--- config.mk ---
export PLATFORM = sky130hd
export DESIGN_NAME = eu_muldiv_arbiter
export DESIGN_NICKNAME = d
export VERILOG_FILES = /design/src/rtl/eu_muldiv_arbiter.sv
export SDC_FILE = /design/constraint.sdc
export NUM_CORES = 1
export LEC_CHECK = 0
export CORE_ASPECT_RATIO = 1.4
export CORE_MARGIN = 2
export CORE_UTILIZATION = 45
export DETAILED_ROUTE_END_ITERATION = 6
export PLACE_DENSITY = 0.77
export SYNTH_ARGS = -nofsm -noshare
export SYNTH_HDL_FRONTEND = slang
export SYNTH_SLANG_ARGS = --single-unit
export TNS_END_PERCENT = 30
--- constraint.sdc ---
create_clock -name clk -period 2.75 [get_ports clk]
set_clock_uncertainty 0.1 [all_clocks]
set_input_delay 0.4125 -clock clk [delete_from_list [all_inputs] [get_ports clk]]
set_output_delay 0.4125 -clock clk [all_outputs]
set_load 0.02 [all_outputs]
--- src/rtl/eu_muldiv_arbiter.sv ---
// Round-robin arbiter that shares one fixed-latency MUL/DIV unit between EU way0 and way1.
// Optional performance counters are enabled with `define MULDIV_ARB_PERF_EN.
module eu_muldiv_arbiter #(
  parameter int PID_W   = 2,
  parameter int MUL_LAT = 3,
  parameter int DIV_LAT = 33
) (
  input  logic             clk,
  input  logic             reset,
  input  logic             way0_req_i,
  input  logic             way0_isDiv_i,
  input  logic [PID_W-1:0] way0_pID_i,
  input  logic [4:0]       way0_rdAddr_i,
  output logic             way0_grant_o,
  input  logic             way1_req_i,
  input  logic             way1_isDiv_i,
  input  logic [PID_W-1:0] way1_pID_i,
  input  logic [4:0]       way1_rdAddr_i,
  output logic             way1_grant_o,
  input  logic             jumpFlag_i,
  output logic             unit_start_o,
  output logic             unit_isDiv_o,
  output logic             unit_sel_o,
  output logic             unit_flush_o,
  output logic             resp_valid_o,
  input  logic             resp_ready_i,
  output logic             resp_way_o,
  output logic [PID_W-1:0] resp_pID_o,
  output logic [4:0]       resp_rdAddr_o,
  output logic [1:0]       dbg_state_o
`ifdef MULDIV_ARB_PERF_EN
  ,
  output logic [31:0]      perf_busy_o,
  output logic [31:0]      perf_conflict_o
`endif
);

  localparam int MAX_LAT = (MUL_LAT > DIV_LAT) ? MUL_LAT : DIV_LAT;
  localparam int CNT_W   = (MAX_LAT > 1) ? $clog2(MAX_LAT) : 1;
  localparam logic [CNT_W-1:0] MUL_CNT = CNT_W'(MUL_LAT - 1);
  localparam logic [CNT_W-1:0] DIV_CNT = CNT_W'(DIV_LAT - 1);

  typedef enum logic [1:0] {
    S_IDLE = 2'd0,
    S_BUSY = 2'd1,
    S_DONE = 2'd2
  } state_e;

  state_e           state_q;
  logic [CNT_W-1:0] cnt_q;
  logic             rr_q;
  logic [PID_W-1:0] pid_q;
  logic [4:0]       rd_q;

  logic             any_req_c;
  logic             win_c;
  logic             isdiv_c;
  logic [PID_W-1:0] pid_c;
  logic [4:0]       rd_c;

  // With both ways requesting, rr_q names the favoured way; a lone request always wins.
  always_comb begin
    any_req_c = way0_req_i | way1_req_i;
    win_c     = (way0_req_i & way1_req_i) ? rr_q : way1_req_i;
    isdiv_c   = win_c ? way1_isDiv_i  : way0_isDiv_i;
    pid_c     = win_c ? way1_pID_i    : way0_pID_i;
    rd_c      = win_c ? way1_rdAddr_i : way0_rdAddr_i;
  end

  // Valid/ready: resp_* are held stable while resp_valid_o is high and resp_ready_i is low;
  // the response is consumed in the cycle where both are high.
  // Grant/start are registered and appear in the first BUSY cycle, so BUSY lasts exactly LAT cycles.
  always_ff @(posedge clk) begin
    if (reset) begin
      state_q       <= S_IDLE;
      cnt_q         <= '0;
      rr_q          <= 1'b0;
      pid_q         <= '0;
      rd_q          <= '0;
      way0_grant_o  <= 1'b0;
      way1_grant_o  <= 1'b0;
      unit_start_o  <= 1'b0;
      unit_isDiv_o  <= 1'b0;
      unit_sel_o    <= 1'b0;
      unit_flush_o  <= 1'b0;
      resp_valid_o  <= 1'b0;
      resp_way_o    <= 1'b0;
      resp_pID_o    <= '0;
      resp_rdAddr_o <= '0;
    end else begin
      way0_grant_o <= 1'b0;
      way1_grant_o <= 1'b0;
      unit_start_o <= 1'b0;
      unit_flush_o <= 1'b0;
      case (state_q)
        S_IDLE: begin
          if (!jumpFlag_i && any_req_c) begin
            state_q      <= S_BUSY;
            way0_grant_o <= ~win_c;
            way1_grant_o <= win_c;
            unit_start_o <= 1'b1;
            unit_isDiv_o <= isdiv_c;
            unit_sel_o   <= win_c;
            pid_q        <= pid_c;
            rd_q         <= rd_c;
            cnt_q        <= isdiv_c ? DIV_CNT : MUL_CNT;
            rr_q         <= ~win_c;
          end
        end
        S_BUSY: begin
          if (jumpFlag_i) begin
            state_q      <= S_IDLE;
            unit_flush_o <= 1'b1;
            unit_isDiv_o <= 1'b0;
            unit_sel_o   <= 1'b0;
          end else if (cnt_q == '0) begin
            state_q       <= S_DONE;
            resp_valid_o  <= 1'b1;
            resp_way_o    <= unit_sel_o;
            resp_pID_o    <= pid_q;
            resp_rdAddr_o <= rd_q;
            unit_isDiv_o  <= 1'b0;
            unit_sel_o    <= 1'b0;
          end else begin
            cnt_q <= cnt_q - 1'b1;
          end
        end
        S_DONE: begin
          // A flush drops the response; the unit has already finished so no abort pulse.
          if (jumpFlag_i || resp_ready_i) begin
            state_q       <= S_IDLE;
            resp_valid_o  <= 1'b0;
            resp_way_o    <= 1'b0;
            resp_pID_o    <= '0;
            resp_rdAddr_o <= '0;
          end
        end
        default: state_q <= S_IDLE;
      endcase
    end
  end

  assign dbg_state_o = state_q;

`ifdef MULDIV_ARB_PERF_EN
  logic [31:0] perf_busy_q;
  logic [31:0] perf_conflict_q;

  always_ff @(posedge clk) begin
    if (reset) begin
      perf_busy_q     <= '0;
      perf_conflict_q <= '0;
    end else begin
      if (state_q != S_IDLE && perf_busy_q != 32'hFFFF_FFFF)
        perf_busy_q <= perf_busy_q + 32'd1;
      if (state_q == S_IDLE && way0_req_i && way1_req_i && !jumpFlag_i &&
          perf_conflict_q != 32'hFFFF_FFFF)
        perf_conflict_q <= perf_conflict_q + 32'd1;
    end
  end

  assign perf_busy_o     = perf_busy_q;
  assign perf_conflict_o = perf_conflict_q;
`endif

endmodule
== Yosys cells after proc, flatten, opt, wreduce, memory -nomap -nowiden ==
Cells that the tools add are included.
Cells by class
  mux-type cells: 36
  eq/ne operators: 8
  add/subtract/negate cells: 1
  reductions and logical operators: 15
  bitwise gates (word level): 6
Operators with widths (count)
  6-bit two-way mux: 4
  5-bit two-way mux: 4
  2-bit two-way mux: 7
  1-bit two-way mux: 13
  6-bit case mux with 2 select lines: 1
  2-bit != test, second input constant: 5
  5-bit case mux with 2 select lines: 1
  1-bit case mux with 2 select lines: 4
  4-bit AND reduction: 2
  6-bit logical NOT: 1
  2-bit case mux with 3 select lines: 1
  3-bit AND reduction: 2
  6-bit by 1-bit subtractor with 6-bit output, second input constant: 1
  1-bit NOT: 4
  2-bit case mux with 2 select lines: 1
  2-bit nonzero test: 2
  2-bit OR reduction: 2
  3-bit != test, second input constant: 1
  3-bit OR reduction: 1
  2-bit by 1-bit == test with 1-bit output, second input constant: 1
  2-bit == test, second input constant: 1
  2-bit logical NOT: 1
  2-bit AND reduction: 1
  1-bit AND: 1
  4 further kinds: 4
Storage, ports and cells
  input port bits: 22
  logic and storage cells: 81
  register bits after elaboration: 31
  output and inout bits: 17

== Longest topological paths before layout ==
  depth in word-level cells: 6
  depth in mapped cells: 8
  mapped depth without buffers: 6

== Least setup slack after synthesis ==
Ideal clock, no wire load.
  path kind: reg2reg
  start: register state_q[0] (netlist: dbg_state_o[0])
  end: register cnt_q[1]
  arrival: 1.587 ns
  path buffers: 1
  data required time: 2.579 ns
  stages on the path, launching flop included: 7
  slack: 0.993 ns
  period minus slack after synthesis: 1.757 ns
  setup time: 0.071 ns
  path through: dfxtp_1 -> nand2b_1 -> buf_2 -> a311oi_4 -> nor2_2 -> a211o_1 -> a21oi_1
Between the ends
  cells in the longest elaborated chain, start to end: 3
  elaborated cells between the ends (all ways): 8
  classes of those cells: 4 x eq/ne; 1 x mux; 3 x reduce/logical
Ends and longest elaborated chain
  from (decl): RTL line 49  | state_e state_q;
  from (signal assigned): RTL line 75  | state_q <= S_IDLE;
  from (signal assigned): RTL line 98  | state_q <= S_BUSY;
  from (signal assigned): RTL line 112  | state_q <= S_IDLE;
  2-bit by 1-bit == test with 1-bit output or 2-bit logical NOT (tied branches): RTL line 95  | case (state_q)
  2-bit != test (no source line) or 2-bit nonzero test (tied branches)
  4-bit AND reduction (no source line)
  to (signal assigned): RTL line 106  | cnt_q <= isdiv_c ? DIV_CNT : MUL_CNT;
  to (signal assigned): RTL line 125  | cnt_q <= cnt_q - 1'b1;
  to (decl): RTL line 50  | logic [CNT_W-1:0] cnt_q;
Parallel ways exist; a longest one is shown, timed or not.
A chain may end at the register's enable or synchronous reset.

== Final worst setup path ==
  start: input jumpFlag_i
  end: register cnt_q[3]
Between the ends
  cells in the longest elaborated chain, start to end: 4
  elaborated cells between the ends (all ways): 5
  classes of those cells: 2 x eq/ne; 3 x reduce/logical
Ends and longest elaborated chain
  from (decl): RTL line 20  | input logic jumpFlag_i,
  1-bit logical NOT: RTL line 97  | if (!jumpFlag_i && any_req_c) begin
  1-bit logical AND: RTL line 97
  2-bit != test (no source line)
  4-bit AND reduction (no source line) (*)
Every way passes the cells marked *; elsewhere a longest branch is shown, timed or not.

==> results.py <==
metrics = {
    "sta": {
        "setup_violations": 0,
        "max-slew-margin-rel": 0.633,
        "timing.final.crit_period_ns": 2.08,
        "fmax_ghz": 0.480,
        "final.period_utilization": 0.758,
        "timing.final.max_slew_violations": 0,
        "setup_tns_ns": 0,
        "hold_viol_final": 0,
        "max_slew.worst_pin.slew_ns": 0.549,
        "rsz0062_at_grt": "no",
    },
    "critical_path": {
        "worst_path_largest_cell_delay_ns": 0.53,
        "worst-endpoint-arrival_ns": 2.18,
        "start_kind": "input port",
        "crit_path_cell_trace": "clkdlybuf4s50_1 -> o21bai_1 -> nor3_2 -> o21ai_0 -> xor2_1 -> nor3_1",
        "worst_path_max_delay_cell": "sky130_fd_sc_hd__clkdlybuf4s50_1",
        "path_delay_family": "simple AND/OR/NAND/NOR gates",
        "cp_num_buf_inv": 1,
        "worstSetupEndpointType": "register",
        "worst_ep_required_time_ns": 2.85,
        "worst-setup-path-type": "input port to register",
        "timing.critical_path.fanout_max": 9,
    },
    "clock_tree": {
        "numClockSinks": 31,
        "post_cts_buffers": 0,
        "cts_buffers": 5,
        "worst_setup_hold_path_clk_slew_ns": 0.06,
        "cts_tree": "yes",
        "number_of_hold_buffers_added_after_cts": 0,
        "number_of_h_tree_levels": 2,
        "ctsResizeCount": 0,
        "cts.path.max_buffers": 2,
        "clock_tree.root_cell": "sky130_fd_sc_hd__clkbuf_8",
        "worstSkewPairLatency_ns": 0.29,
    },
    "cells_and_area": {
        "layout-area-overhead-vs-synth_pct": 38.9,
        "layout.cells.most_common_list": "sky130_fd_sc_hd__clkdlybuf4s50_1, sky130_fd_sc_hd__dfxtp_1, sky130_fd_sc_hd__nor2_1",
        "antenna_cells": 0,
        "drive_above_1_share": 0.0757,
        "layout_net_count": 208,
        "layout_commonest_cell": "sky130_fd_sc_hd__clkdlybuf4s50_1",
        "nFillCells": 253,
    },
    "synthesis": {
        "post-synth-top-area-fraction": 0.472,
        "syn_area_per_cell_sq_um": 9.06,
        "mappedNetlistArea_sq_um": 1310,
        "seq_area_frac_synth": 0.472,
        "top_flip_flop_cell_by_instance_count_after_synthesis": "sky130_fd_sc_hd__dfxtp_1",
        "yosysTopAreaCell": "sky130_fd_sc_hd__dfxtp_1",
        "synth_seq_cells": 31,
        "synthTopCellsByArea": "sky130_fd_sc_hd__dfxtp_1, sky130_fd_sc_hd__nor2_1, sky130_fd_sc_hd__mux2i_1",
        "synthArstFlopShare": 0,
        "synth-edff-count": 0,
        "yosys_warnings": 0,
        "postSynthCellCount": 145,
        "syn_nets": 169,
        "ys_types": 30,
    },
    "floorplan": {
        "boundaryPins": 39,
        "row_count": 23,
        "start_util": 0.466,
        "floorplan.die.height_microns": 67.9,
        "die_w_microns": 49.7,
        "design.core.area_sq_um": 2820,
        "die-area_sq_um": 3370,
    },
    "worst_hold_path": {
        "holdCritPathClass": "register to register",
    },
    "global_routing": {
        "first_pass_grt_wire_length_mm": 4.54,
        "first_global_vias": 1028,
        "pin_count_of_the_biggest_net_entering_global_routing": 17,
        "number_of_antenna_violations_at_the_first_check_in_global_routing": 0,
        "grt_usage": 0.188,
        "grt-ovfl-total": 0,
    },
    "pwr": {
        "static-leakage-power_nw": 0.722,
        "post-layout-total-power_mw": 1.11,
        "powerDensity_nw_per_um2": 606,
        "worst_ir_drop_vdd_v": 0.000462,
    },
    "detailed_routing": {
        "drtIter0Drc": 23,
        "routed_wire_length_per_instance_microns": 13.3,
        "antenna_violation_net_count_after_detailed_routing": 0,
        "detail_route.wirelength_mm": 2.96,
        "via_count": 1136,
        "routed_via_density": 5.12,
        "drc_errors_left": 0,
        "detail_route.first_pass.iterations": 4,
    },
    "flow_run": {
        "drv_cap": 0,
    },
    "placement": {
        "buffer_ports.inserted": 38,
        "hpwlAfterDp_mm": 2.27,
        "gpl.final_weighted_congestion": 0.846,
    },
    "status": {
        "outcome": "completed",
    },
}
## per-layer routing
layer  vias up  track usage  share of wire
met3         9       0.0721          0.035
met5         -            0              0
met4         0        0.125          0.030
li1        583            -              -
met2        23        0.323           0.52
met1       521        0.189           0.41
## worst reg2reg max path: stages, from the launching register on
cell and delay (ns):
sky130_fd_sc_hd__dfxtp_1 0.39, sky130_fd_sc_hd__inv_1 0.08, sky130_fd_sc_hd__ha_1 0.26, sky130_fd_sc_hd__and4_1 0.33, sky130_fd_sc_hd__nor2b_1 0.50, sky130_fd_sc_hd__a22oi_1 0.13
sky130_fd_sc_hd__nor2_1 0.13
## where the power goes
group | switching [mW] | leakage (nW) | total (mW) | internal (mW)
clock | 0.168 | 0.0515 | 0.396 | 0.228
combinational | 0.109 | 0.417 | 0.209 | 0.0993
sequential | 0.0225 | 0.253 | 0.502 | 0.479
## state kept, by name, indices dropped and copies added, names as in the netlist, 2 cells and up
name / flops
rd_q: 5
pid_q: 2
dbg_state_o: 2
resp_pID_o: 2
resp_rdAddr_o: 5
cnt_q: 6
## path summary, 6_finish.rpt
kind / from / to / slack [ns] / cells after the start
setup / recovery: jumpFlag_i / cnt_q[3]$_SDFFE_PP0P_ / 0.67 / 6
hold reg to reg: cnt_q[1]$_SDFFE_PP0P_ / cnt_q[1]$_SDFFE_PP0P_ / 0.39 / 2
setup reg to reg: cnt_q[0]$_SDFFE_PP0P_ / resp_pID_o[0]$_SDFFE_PP0P_ / 0.77 / 6
hold / removal: cnt_q[1]$_SDFFE_PP0P_ / cnt_q[1]$_SDFFE_PP0P_ / 0.39 / 2
## synthesized netlist by cell type, drive strengths merged (2+ instances only)
master / count
mux2i: 9
a22oi: 8
o21ai: 5
ha: 2
nor3: 12
nor2: 26
nand2: 4
a211oi: 7
dfxtp: 31
nor2b: 3
inv: 7
xor2: 3
buf: 4
a21oi: 6
clkbuf: 5
## metrics by stage
| step | worst slack, ns | instance area (sq um) | hold WS [ns] | util | instances |
|---|---|---|---|---|---|
| finish | 0.665 | 1820 | 0.391 | 0.647 | 222 |
| CTS | 0.667 | 1820 | 0.392 | 0.647 | 222 |
| detailed placement | 0.363 | 1720 | 0.386 | 0.611 | 214 |
| global route | 0.511 | 1820 | 0.423 | 0.647 | 222 |
| floorplan | 0.993 | 1310 | 0.359 | - | 145 |
| global placement | 0.423 | 1720 | 0.373 | 0.611 | 214 |
## cells by family (layout without fill, tap and decap cells)
family / count (synthesis) / count (layout) / share of synthesized area
AOI/OAI and AO/OA: 32 / 32 / 0.178
DFF: 31 / 31 / 0.472
buffers and inverters: 16 / 56 / 0.0495
muxes: 9 / 9 / 0.0686
xor gates and xnor gates: 4 / 4 / 0.0267
and+or+nand+nor: 51 / 51 / 0.186
adders and majority gates: 2 / 2 / 0.0190
## cell type report
type | instances | area (sq um) | area share
clock buffers | 8 | 100 | 0.0549
inverters | 7 | 26.3 | 0.0144
multi-input cells | 98 | 628 | 0.344
repair buffers | 41 | 403 | 0.221
well taps | 37 | 46.3 | 0.0254
flip-flops and latches | 31 | 621 | 0.340
No activity file was read; power rests on OpenSTA's default activity.
